<file path="src/rtl/serial_tx_port_pkg.sv">
// Shared types and constants for the serial transmit port.
// Optional build macro: SERIAL_TX_PORT_PARITY_EN adds an even-parity bit to every frame.
package serial_tx_port_pkg;

  // Bus word type shared by the bus-facing logic
  typedef logic [15:0] word_t;

  // Transmit FSM encoding; the parity state exists only in the parity build
  typedef enum logic [2:0] {
    ST_IDLE   = 3'd0,
    ST_START  = 3'd1,
    ST_DATA   = 3'd2,
`ifdef SERIAL_TX_PORT_PARITY_EN
    ST_PARITY = 3'd3,
`endif
    ST_STOP   = 3'd4
  } tx_state_t;

  // Status word bit positions
  localparam int STAT_EMPTY  = 0;
  localparam int STAT_FULL   = 1;
  localparam int STAT_BUSY   = 2;
  localparam int STAT_OVF    = 3;
  localparam int STAT_CNT_LO = 8;
  localparam int STAT_CNT_HI = 12;

  // Even parity over one data byte: XOR of all eight bits
  function automatic logic even_parity(input logic [7:0] data);
    return ^data;
  endfunction

endpackage

</file>
<file path="src/rtl/serial_tx_port_sync_fifo.sv">
// Single-clock FIFO with push/pop, full/empty flags and an occupancy count.
// A push on a full FIFO is accepted only when a pop happens in the same cycle.
module sync_fifo
  import serial_tx_port_pkg::*;
#(
  parameter int WIDTH = 8,
  parameter int DEPTH = 8
) (
  input  logic                     clk,
  input  logic                     reset,
  input  logic                     push,
  input  logic                     pop,
  input  logic [WIDTH-1:0]         din,
  output logic [WIDTH-1:0]         dout,
  output logic                     full,
  output logic                     empty,
  output logic [$clog2(DEPTH):0]   count
);

  localparam int AW = $clog2(DEPTH);
  localparam int CW = AW + 1;

  logic [WIDTH-1:0] mem_r [DEPTH];
  logic [AW-1:0]    wr_ptr_r;
  logic [AW-1:0]    rd_ptr_r;
  logic [CW-1:0]    count_r;
  logic             do_push_s;
  logic             do_pop_s;

  assign full      = (count_r == CW'(DEPTH));
  assign empty     = (count_r == CW'(1'b0));
  assign count     = count_r;
  assign dout      = mem_r[rd_ptr_r];
  assign do_pop_s  = pop && !empty;
  assign do_push_s = push && (!full || do_pop_s);

  // Storage array; contents need no reset because the pointers gate visibility
  always_ff @(posedge clk) begin
    if (do_push_s) begin
      mem_r[wr_ptr_r] <= din;
    end
  end

  // Pointer and occupancy bookkeeping
  always_ff @(posedge clk) begin
    if (reset) begin
      wr_ptr_r <= AW'(1'b0);
      rd_ptr_r <= AW'(1'b0);
      count_r  <= CW'(1'b0);
    end else begin
      if (do_push_s) begin
        wr_ptr_r <= wr_ptr_r + AW'(1'b1);
      end
      if (do_pop_s) begin
        rd_ptr_r <= rd_ptr_r + AW'(1'b1);
      end
      case ({do_push_s, do_pop_s})
        2'b10:   count_r <= count_r + CW'(1'b1);
        2'b01:   count_r <= count_r - CW'(1'b1);
        default: count_r <= count_r;
      endcase
    end
  end

endmodule

</file>
<file path="src/rtl/serial_tx_port.sv">
// Bus-mapped serial transmitter: status/data register at BASE_ADDR,
// divisor register at BASE_ADDR+1, byte FIFO feeding an 8N1 line encoder.
// Optional build macro: SERIAL_TX_PORT_PARITY_EN (adds even parity, 11-bit frame).
module serial_tx_port
  import serial_tx_port_pkg::*;
#(
  parameter word_t BASE_ADDR   = 16'hC000,
  parameter int    FIFO_DEPTH  = 8,
  parameter word_t DEFAULT_DIV = 16'd104
) (
  input  logic        clk,
  input  logic        reset,
  input  logic        read_strobe,
  input  logic [15:0] read_bus,
  input  logic        write_strobe,
  input  logic [15:0] write_bus,
  input  logic [15:0] data_in,
  output logic [15:0] data_out,
  output logic        data_out_en,
  output logic        tx
);

  localparam word_t DIV_ADDR = BASE_ADDR + 16'd1;
  localparam int    CW       = $clog2(FIFO_DEPTH) + 1;

  // Bus decode
  logic wr_data_s, wr_div_s, rd_stat_s, rd_div_s;
  assign wr_data_s = write_strobe && (write_bus == BASE_ADDR);
  assign wr_div_s  = write_strobe && (write_bus == DIV_ADDR);
  assign rd_stat_s = read_strobe  && (read_bus  == BASE_ADDR);
  assign rd_div_s  = read_strobe  && (read_bus  == DIV_ADDR);

  // Upper data byte is don't-care on data writes
  logic unused_bits_s;
  assign unused_bits_s = ^data_in[15:8];

  // FIFO interface
  logic          pop_s, full_s, empty_s;
  logic [7:0]    fifo_dout_s;
  logic [CW-1:0] count_s;

  sync_fifo #(
    .WIDTH (8),
    .DEPTH (FIFO_DEPTH)
  ) u_fifo (
    .clk   (clk),
    .reset (reset),
    .push  (wr_data_s),
    .pop   (pop_s),
    .din   (data_in[7:0]),
    .dout  (fifo_dout_s),
    .full  (full_s),
    .empty (empty_s),
    .count (count_s)
  );

  // Registers
  word_t     divisor_r, cur_div_r, timer_r;
  logic      overflow_r, tx_r;
  tx_state_t state_r;
  logic [7:0] shift_r;
  logic [2:0] idx_r;

  // Next-state signals
  word_t     cur_div_next_s, timer_next_s, eff_div_s, status_s, rd_data_s;
  tx_state_t state_next_s;
  logic [7:0] shift_next_s;
  logic [2:0] idx_next_s;
  logic      tx_next_s, load_s, rd_en_s, ovf_next_s, ovf_event_s, timer_done_s;

`ifdef SERIAL_TX_PORT_PARITY_EN
  logic parity_r, parity_next_s;
`endif

  // A divisor of zero behaves as one bit per clock
  assign eff_div_s    = (divisor_r == 16'd0) ? 16'd1 : divisor_r;
  assign timer_done_s = (timer_r == 16'd0);
  // A push into a full FIFO is lost unless the FSM pops in the same cycle
  assign ovf_event_s  = wr_data_s && full_s && !pop_s;
  assign tx           = tx_r;

  // Status word assembly
  always_comb begin
    status_s                          = 16'h0000;
    status_s[STAT_EMPTY]              = empty_s;
    status_s[STAT_FULL]               = full_s;
    status_s[STAT_BUSY]               = (state_r != ST_IDLE);
    status_s[STAT_OVF]                = overflow_r;
    status_s[STAT_CNT_HI:STAT_CNT_LO] = 5'(count_s);
  end

  // Read response mux and sticky overflow update (new event beats read-clear)
  always_comb begin
    rd_data_s  = 16'h0000;
    rd_en_s    = 1'b0;
    ovf_next_s = overflow_r;
    if (rd_stat_s) begin
      rd_data_s = status_s;
      rd_en_s   = 1'b1;
    end else if (rd_div_s) begin
      rd_data_s = divisor_r;
      rd_en_s   = 1'b1;
    end else begin
      rd_en_s   = 1'b0;
    end
    if (ovf_event_s) begin
      ovf_next_s = 1'b1;
    end else if (rd_stat_s) begin
      ovf_next_s = 1'b0;
    end else begin
      ovf_next_s = overflow_r;
    end
  end

  // Bus-side registers: divisor, overflow flag and registered read response
  always_ff @(posedge clk) begin
    if (reset) begin
      divisor_r   <= DEFAULT_DIV;
      overflow_r  <= 1'b0;
      data_out    <= 16'h0000;
      data_out_en <= 1'b0;
    end else begin
      if (wr_div_s) begin
        divisor_r <= data_in;
      end
      overflow_r  <= ovf_next_s;
      data_out    <= rd_data_s;
      data_out_en <= rd_en_s;
    end
  end

  // Transmit FSM next-state and line value; each bit lasts cur_div_r clocks
  always_comb begin
    state_next_s   = state_r;
    tx_next_s      = tx_r;
    shift_next_s   = shift_r;
    idx_next_s     = idx_r;
    timer_next_s   = timer_r;
    cur_div_next_s = cur_div_r;
    load_s         = 1'b0;
    pop_s          = 1'b0;
`ifdef SERIAL_TX_PORT_PARITY_EN
    parity_next_s  = parity_r;
`endif
    case (state_r)
      ST_IDLE: begin
        if (!empty_s) begin
          load_s = 1'b1;
        end else begin
          tx_next_s = 1'b1;
        end
      end
      ST_START: begin
        if (timer_done_s) begin
          state_next_s = ST_DATA;
          tx_next_s    = shift_r[0];
          shift_next_s = {1'b0, shift_r[7:1]};
          idx_next_s   = 3'd0;
          timer_next_s = cur_div_r - 16'd1;
        end else begin
          timer_next_s = timer_r - 16'd1;
        end
      end
      ST_DATA: begin
        if (timer_done_s && (idx_r == 3'd7)) begin
`ifdef SERIAL_TX_PORT_PARITY_EN
          state_next_s = ST_PARITY;
          tx_next_s    = parity_r;
`else
          state_next_s = ST_STOP;
          tx_next_s    = 1'b1;
`endif
          timer_next_s = cur_div_r - 16'd1;
        end else if (timer_done_s) begin
          tx_next_s    = shift_r[0];
          shift_next_s = {1'b0, shift_r[7:1]};
          idx_next_s   = idx_r + 3'd1;
          timer_next_s = cur_div_r - 16'd1;
        end else begin
          timer_next_s = timer_r - 16'd1;
        end
      end
`ifdef SERIAL_TX_PORT_PARITY_EN
      ST_PARITY: begin
        if (timer_done_s) begin
          state_next_s = ST_STOP;
          tx_next_s    = 1'b1;
          timer_next_s = cur_div_r - 16'd1;
        end else begin
          timer_next_s = timer_r - 16'd1;
        end
      end
`endif
      ST_STOP: begin
        if (timer_done_s && !empty_s) begin
          load_s = 1'b1;
        end else if (timer_done_s) begin
          state_next_s = ST_IDLE;
          tx_next_s    = 1'b1;
        end else begin
          timer_next_s = timer_r - 16'd1;
        end
      end
      default: begin
        state_next_s = ST_IDLE;
        tx_next_s    = 1'b1;
      end
    endcase
    // Frame start: pop the next byte, drive the start bit, latch the divisor
    if (load_s) begin
      pop_s          = 1'b1;
      state_next_s   = ST_START;
      tx_next_s      = 1'b0;
      shift_next_s   = fifo_dout_s;
      idx_next_s     = 3'd0;
      cur_div_next_s = eff_div_s;
      timer_next_s   = eff_div_s - 16'd1;
`ifdef SERIAL_TX_PORT_PARITY_EN
      parity_next_s  = even_parity(fifo_dout_s);
`endif
    end else begin
      pop_s = 1'b0;
    end
  end

  // Transmit FSM state and datapath registers
  always_ff @(posedge clk) begin
    if (reset) begin
      state_r   <= ST_IDLE;
      tx_r      <= 1'b1;
      shift_r   <= 8'h00;
      idx_r     <= 3'd0;
      timer_r   <= 16'd0;
      cur_div_r <= 16'd1;
`ifdef SERIAL_TX_PORT_PARITY_EN
      parity_r  <= 1'b0;
`endif
    end else begin
      state_r   <= state_next_s;
      tx_r      <= tx_next_s;
      shift_r   <= shift_next_s;
      idx_r     <= idx_next_s;
      timer_r   <= timer_next_s;
      cur_div_r <= cur_div_next_s;
`ifdef SERIAL_TX_PORT_PARITY_EN
      parity_r  <= parity_next_s;
`endif
    end
  end

endmodule

</file>
<file path="config.mk">
export PLATFORM = sky130hd
export DESIGN_NAME = serial_tx_port
export DESIGN_NICKNAME = d
export VERILOG_FILES = /design/src/rtl/serial_tx_port_pkg.sv /design/src/rtl/serial_tx_port_sync_fifo.sv /design/src/rtl/serial_tx_port.sv
export SDC_FILE = /design/constraint.sdc
export NUM_CORES = 1
export LEC_CHECK = 0
export BUFFER_PORTS_ARGS = -buffer_cell sky130_fd_sc_hd__buf_4
export CAP_MARGIN = 0
export CELL_PAD_IN_SITES_DETAIL_PLACEMENT = 0
export CELL_PAD_IN_SITES_GLOBAL_PLACEMENT = 1
export CORE_MARGIN = 2
export CORE_UTILIZATION = 47
export DETAILED_ROUTE_END_ITERATION = 16
export PLACE_DENSITY = 0.91
export REMOVE_ABC_BUFFERS = 1
export SLEW_MARGIN = 20
export SYNTH_ARGS = -nofsm -noshare
export SYNTH_HDL_FRONTEND = slang
export SYNTH_SLANG_ARGS = --single-unit
</file>
<file path="constraint.sdc">
create_clock -name clk -period 3.9 [get_ports clk]
set_clock_uncertainty 0.15 [all_clocks]
set_input_delay 0.195 -clock clk [delete_from_list [all_inputs] [get_ports clk]]
set_output_delay 0.195 -clock clk [all_outputs]
set_load 0.1 [all_outputs]
</file>
==> implementation parameters <==
Parameter                              Value

Status
  Result of the run ... finished clean

STA
  Unrepaired setup endpoints after global routing ... no
  Final worst-path setup slack ... 275 ps
  Highest attainable clock frequency ... 276 MHz
  Hold violation count in the final report ... 0
  Worst-margin pin slew ... 952 ps
  Final Max Tran Viols ... 0
  Worst slew slack as a fraction of its limit ... 36.4%
  Min Tclk post-route ... 3630 ps
  Total negative slack ... 0 ps
  Final clock period utilization by the worst path ... 93.0%
  Setup-failing EPs final ... 0

Power
  Power per unit of standard cell area ... 394 mW/mm^2
  Leakage Power ... 3.42 nW
  Maximum resistive drop on vdd ... 319 uV
  Cell internal pwr ... 2.69 mW
  Switching share of power ... 22.8%
  Part of the power in combinational logic ... 2.9%
  Sequential group share of total power ... 49.3%
  Net switching component of the power ... 0.793 mW
  Proportion of power drawn by the clock network ... 47.8%

Worst hold path
  Hold Crit Start ... read_bus[8]
  Class of the most critical hold timing path ... in2reg

Critical path
  Critical path fanouts, max ... 11
  Critical path class ... reg2reg
  Type of element launching the critical path ... register
  First element of the critical path ... timer_r[0]
  Signal arrival time at the worst endpoint ... 3830 ps
  Critical register-to-register path startpoint ... timer_r[0]
  Data required time of the critical path ... 4100 ps
  Capturing element type of the critical path ... register

CTS
  Insertion delay to the later sink of the worst-skew pair ... 420 ps
  Number of H-tree levels ... 4
  TritonCTS clock tree ... built
  Post-CTS Setup Inserts ... 0
  CTS sink cnt ... 158
  Number of hold buffers added after CTS ... 18
  Cts bufs inserted ... 17
  Clock tree root driver cell ... sky130_fd_sc_hd__clkbuf_16
  Clock transition at path regs ... 70 ps
  Resized cells post-CTS ... 0
  Max Buffers Root-to-Sink ... 2

Layout
  Area growth from synthesis to layout ... 19.8%
  Fin cells ... 1013
  Number of nets in the layout ... 851
  Final Core Density ... 57.9%
  Post-Layout Inst Area ... 0.00884 mm^2
  Layout cells sized above 1 ... 17.7%
  Antenna diode instance count ... 0

Placed design
  Weighted congestion at the end of routability-driven global placement ... 0.884
  Worst slack, placed ... 355 ps
  Area post-placement ... 0.00806 mm^2
  Number of placed instances, taps included ... 963
  Port Buffer Count ... 69
  Total half-perimeter wirelength after legalization and detailed placement ... 12300 um

Floorplanning
  Floorplan Core Area ... 0.0153 mm^2
  Area of the die ... 0.0167 mm^2
  Floorplan die width ... 129 um
  Effective utilization at floorplan ... 48.4%
  Site Rows ... 45
  Die H ... 129 um
  # IOs ... 70

Yosys
  Post-Syn Area ... 0.00738 mm^2
  Async SR Flop Fraction ... 0%
  Main flop type after synthesis ... sky130_fd_sc_hd__dfxtp_1
  Top cells by area in the synthesized netlist ... sky130_fd_sc_hd__edfxtp_1 (26%), sky130_fd_sc_hd__dfxtp_1 (25%), sky130_fd_sc_hd__mux2i_1 (5.2%)
  Distinct cells, synth ... 60
  Part of the Yosys area used for sequential elements ... 51.5%
  Total of flip-flops plus latches after synthesis ... 158
  Number of flops mapped to enable cells by yosys ... 64
  Mean area per synthesized cell ... 10.3 um^2
  Synthesis Warnings ... 0
  Top cell type's share of synthesized area ... 26.0%
  Cell type with the highest aggregate area in the netlist ... sky130_fd_sc_hd__edfxtp_1
  Number of cells produced by synthesis ... 715

Detailed routing
  Routed wire length ... 18300 um
  DRC violations left ... 0
  Routed len/inst ... 18.0 um
  Length of the first detailed-routing pass in iterations ... 7
  Mean number of vias per cell ... 5.72
  Vias ... 5797
  Final antenna-violating net count ... 0
  DRC marker count from the first detailed-route iteration ... 565

GRT
  Total global routing overflow ... 0
  Antenna violations before repair ... 0
  GRT Resource Usage Total ... 22.8%
  Maximum number of pins on one net before global-route repair ... 57
  Global-route wire length before repair ... 29400 um
  Number of global-route vias before repair ... 5609

Job
  Maxcap violations ... 0
==> stage by stage <==
stage	power (mW)	hold WS (ps)
final	3.48	88.1
after global routing	3.57	116
after CTS	3.50	67.3
after detailed placement	1.84	283
after global placement	1.84	280
after floorplan	1.77	114
==> path summary, 6_finish.rpt <==
kind / cells after the start / to / slack (ps)
setup / recovery: 14 / u_fifo.count[2] / 270
hold / removal: 5 / overflow_r / 90
setup reg to reg: 14 / u_fifo.count[2] / 270
hold reg to reg: 2 / shift_r[0] / 320
==> layer usage <==
metal / up-vias / share of wire, % / GRT usage [%]
li1: 2753 / - / -
met2: 230 / 48 / 37.3
met4: 0 / 1.3 / 6.27
met1: 2789 / 44 / 31.4
met3: 25 / 6.7 / 4.29
met5: - / 0 / 0
==> power groups by stage <==
stage	Combinational, mW	Sequential (mW)	Clock (mW)
after CTS	0.101	1.72	1.68
after global placement	0.0841	1.75	0
after floorplan	0.0158	1.75	0
after detailed placement	0.0864	1.75	0
final	0.101	1.72	1.66
after global routing	0.110	1.71	1.75
==> synth_stat cells (12+ instances only) <==
master                      n
sky130_fd_sc_hd__edfxtp_1  64
sky130_fd_sc_hd__xnor2_1   19
sky130_fd_sc_hd__clkbuf_1  27
sky130_fd_sc_hd__nor4_1    12
sky130_fd_sc_hd__buf_2     13
sky130_fd_sc_hd__o21ai_0   26
sky130_fd_sc_hd__dfxtp_1   94
sky130_fd_sc_hd__a21oi_1   56
sky130_fd_sc_hd__mux2i_1   38
sky130_fd_sc_hd__inv_1     18
sky130_fd_sc_hd__nand2_1   79
sky130_fd_sc_hd__xor2_1    17
sky130_fd_sc_hd__mux4_2    16
sky130_fd_sc_hd__nor3_1    25
sky130_fd_sc_hd__nor2_1    69
==> critical path: stages (launching register included) <==
cell and delay [ps]:
sky130_fd_sc_hd__dfxtp_1 320, sky130_fd_sc_hd__inv_1 120, sky130_fd_sc_hd__ha_1 340, sky130_fd_sc_hd__nor4b_1 330
sky130_fd_sc_hd__nand4_2 350, sky130_fd_sc_hd__a21o_1 330, sky130_fd_sc_hd__clkinv_4 80, sky130_fd_sc_hd__o21ai_4 110
sky130_fd_sc_hd__ha_1 290, sky130_fd_sc_hd__xor2_1 180, sky130_fd_sc_hd__ha_1 210, sky130_fd_sc_hd__a21oi_1 170
sky130_fd_sc_hd__xor2_1 100, sky130_fd_sc_hd__or3_1 310, sky130_fd_sc_hd__a21oi_1 140
==> layout by cell type (no fill, tap or decap), types with 8 or more instances in the layout <==
| master | instances |
|---|---|
| sky130_fd_sc_hd__dfxtp_1 | 93 |
| sky130_fd_sc_hd__buf_4 | 81 |
| sky130_fd_sc_hd__nand2_1 | 79 |
| sky130_fd_sc_hd__nor2_1 | 69 |
| sky130_fd_sc_hd__edfxtp_1 | 64 |
| sky130_fd_sc_hd__a21oi_1 | 56 |
| sky130_fd_sc_hd__mux2i_1 | 38 |
| sky130_fd_sc_hd__o21ai_0 | 26 |
| sky130_fd_sc_hd__nor3_1 | 25 |
| sky130_fd_sc_hd__xnor2_1 | 19 |
| sky130_fd_sc_hd__inv_1 | 18 |
| sky130_fd_sc_hd__dlygate4sd3_1 | 18 |
| sky130_fd_sc_hd__xor2_1 | 17 |
| sky130_fd_sc_hd__clkbuf_16 | 17 |
| sky130_fd_sc_hd__mux4_2 | 16 |
| sky130_fd_sc_hd__nor4_1 | 12 |
| sky130_fd_sc_hd__nand3_1 | 10 |
| sky130_fd_sc_hd__o22ai_1 | 10 |
| sky130_fd_sc_hd__ha_1 | 10 |
| sky130_fd_sc_hd__and3_1 | 9 |
| sky130_fd_sc_hd__nand2b_1 | 8 |
==> cell families after synthesis <==
| kind of cell | Yosys count | share of synthesized area, % |
|---|---|---|
| mux | 56 | 10.3 |
| xor+xnor | 36 | 4.27 |
| simple gates | 258 | 17.5 |
| compound gates | 134 | 11.0 |
| buf+inv | 63 | 3.70 |
| flops | 158 | 51.5 |
| fa+ha+maj | 10 | 1.70 |
==> registers in the layout, summed over array words and instances, names as in the netlist, named ones only <==
name and count:
data_out_en 1, divisor_r 16, u_fifo.count 4, tx 1, data_out 16, overflow_r 1
idx_r 3, timer_r 16, shift_r 8, u_fifo.rd_ptr_r 3, cur_div_r 16, state_r 3
u_fifo.wr_ptr_r 3, u_fifo.mem_r 64
==> cell type report <==
type,count,area [um^2]
well taps,211,264
flip-flops and latches,158,3800
repair buffers,99,788
inverters,19,76.3
fillers,1249,6420
clock buffers,17,425
multi-input cells,494,3310
clock inverters,15,171
No activity file was read; power rests on OpenSTA's default activity.
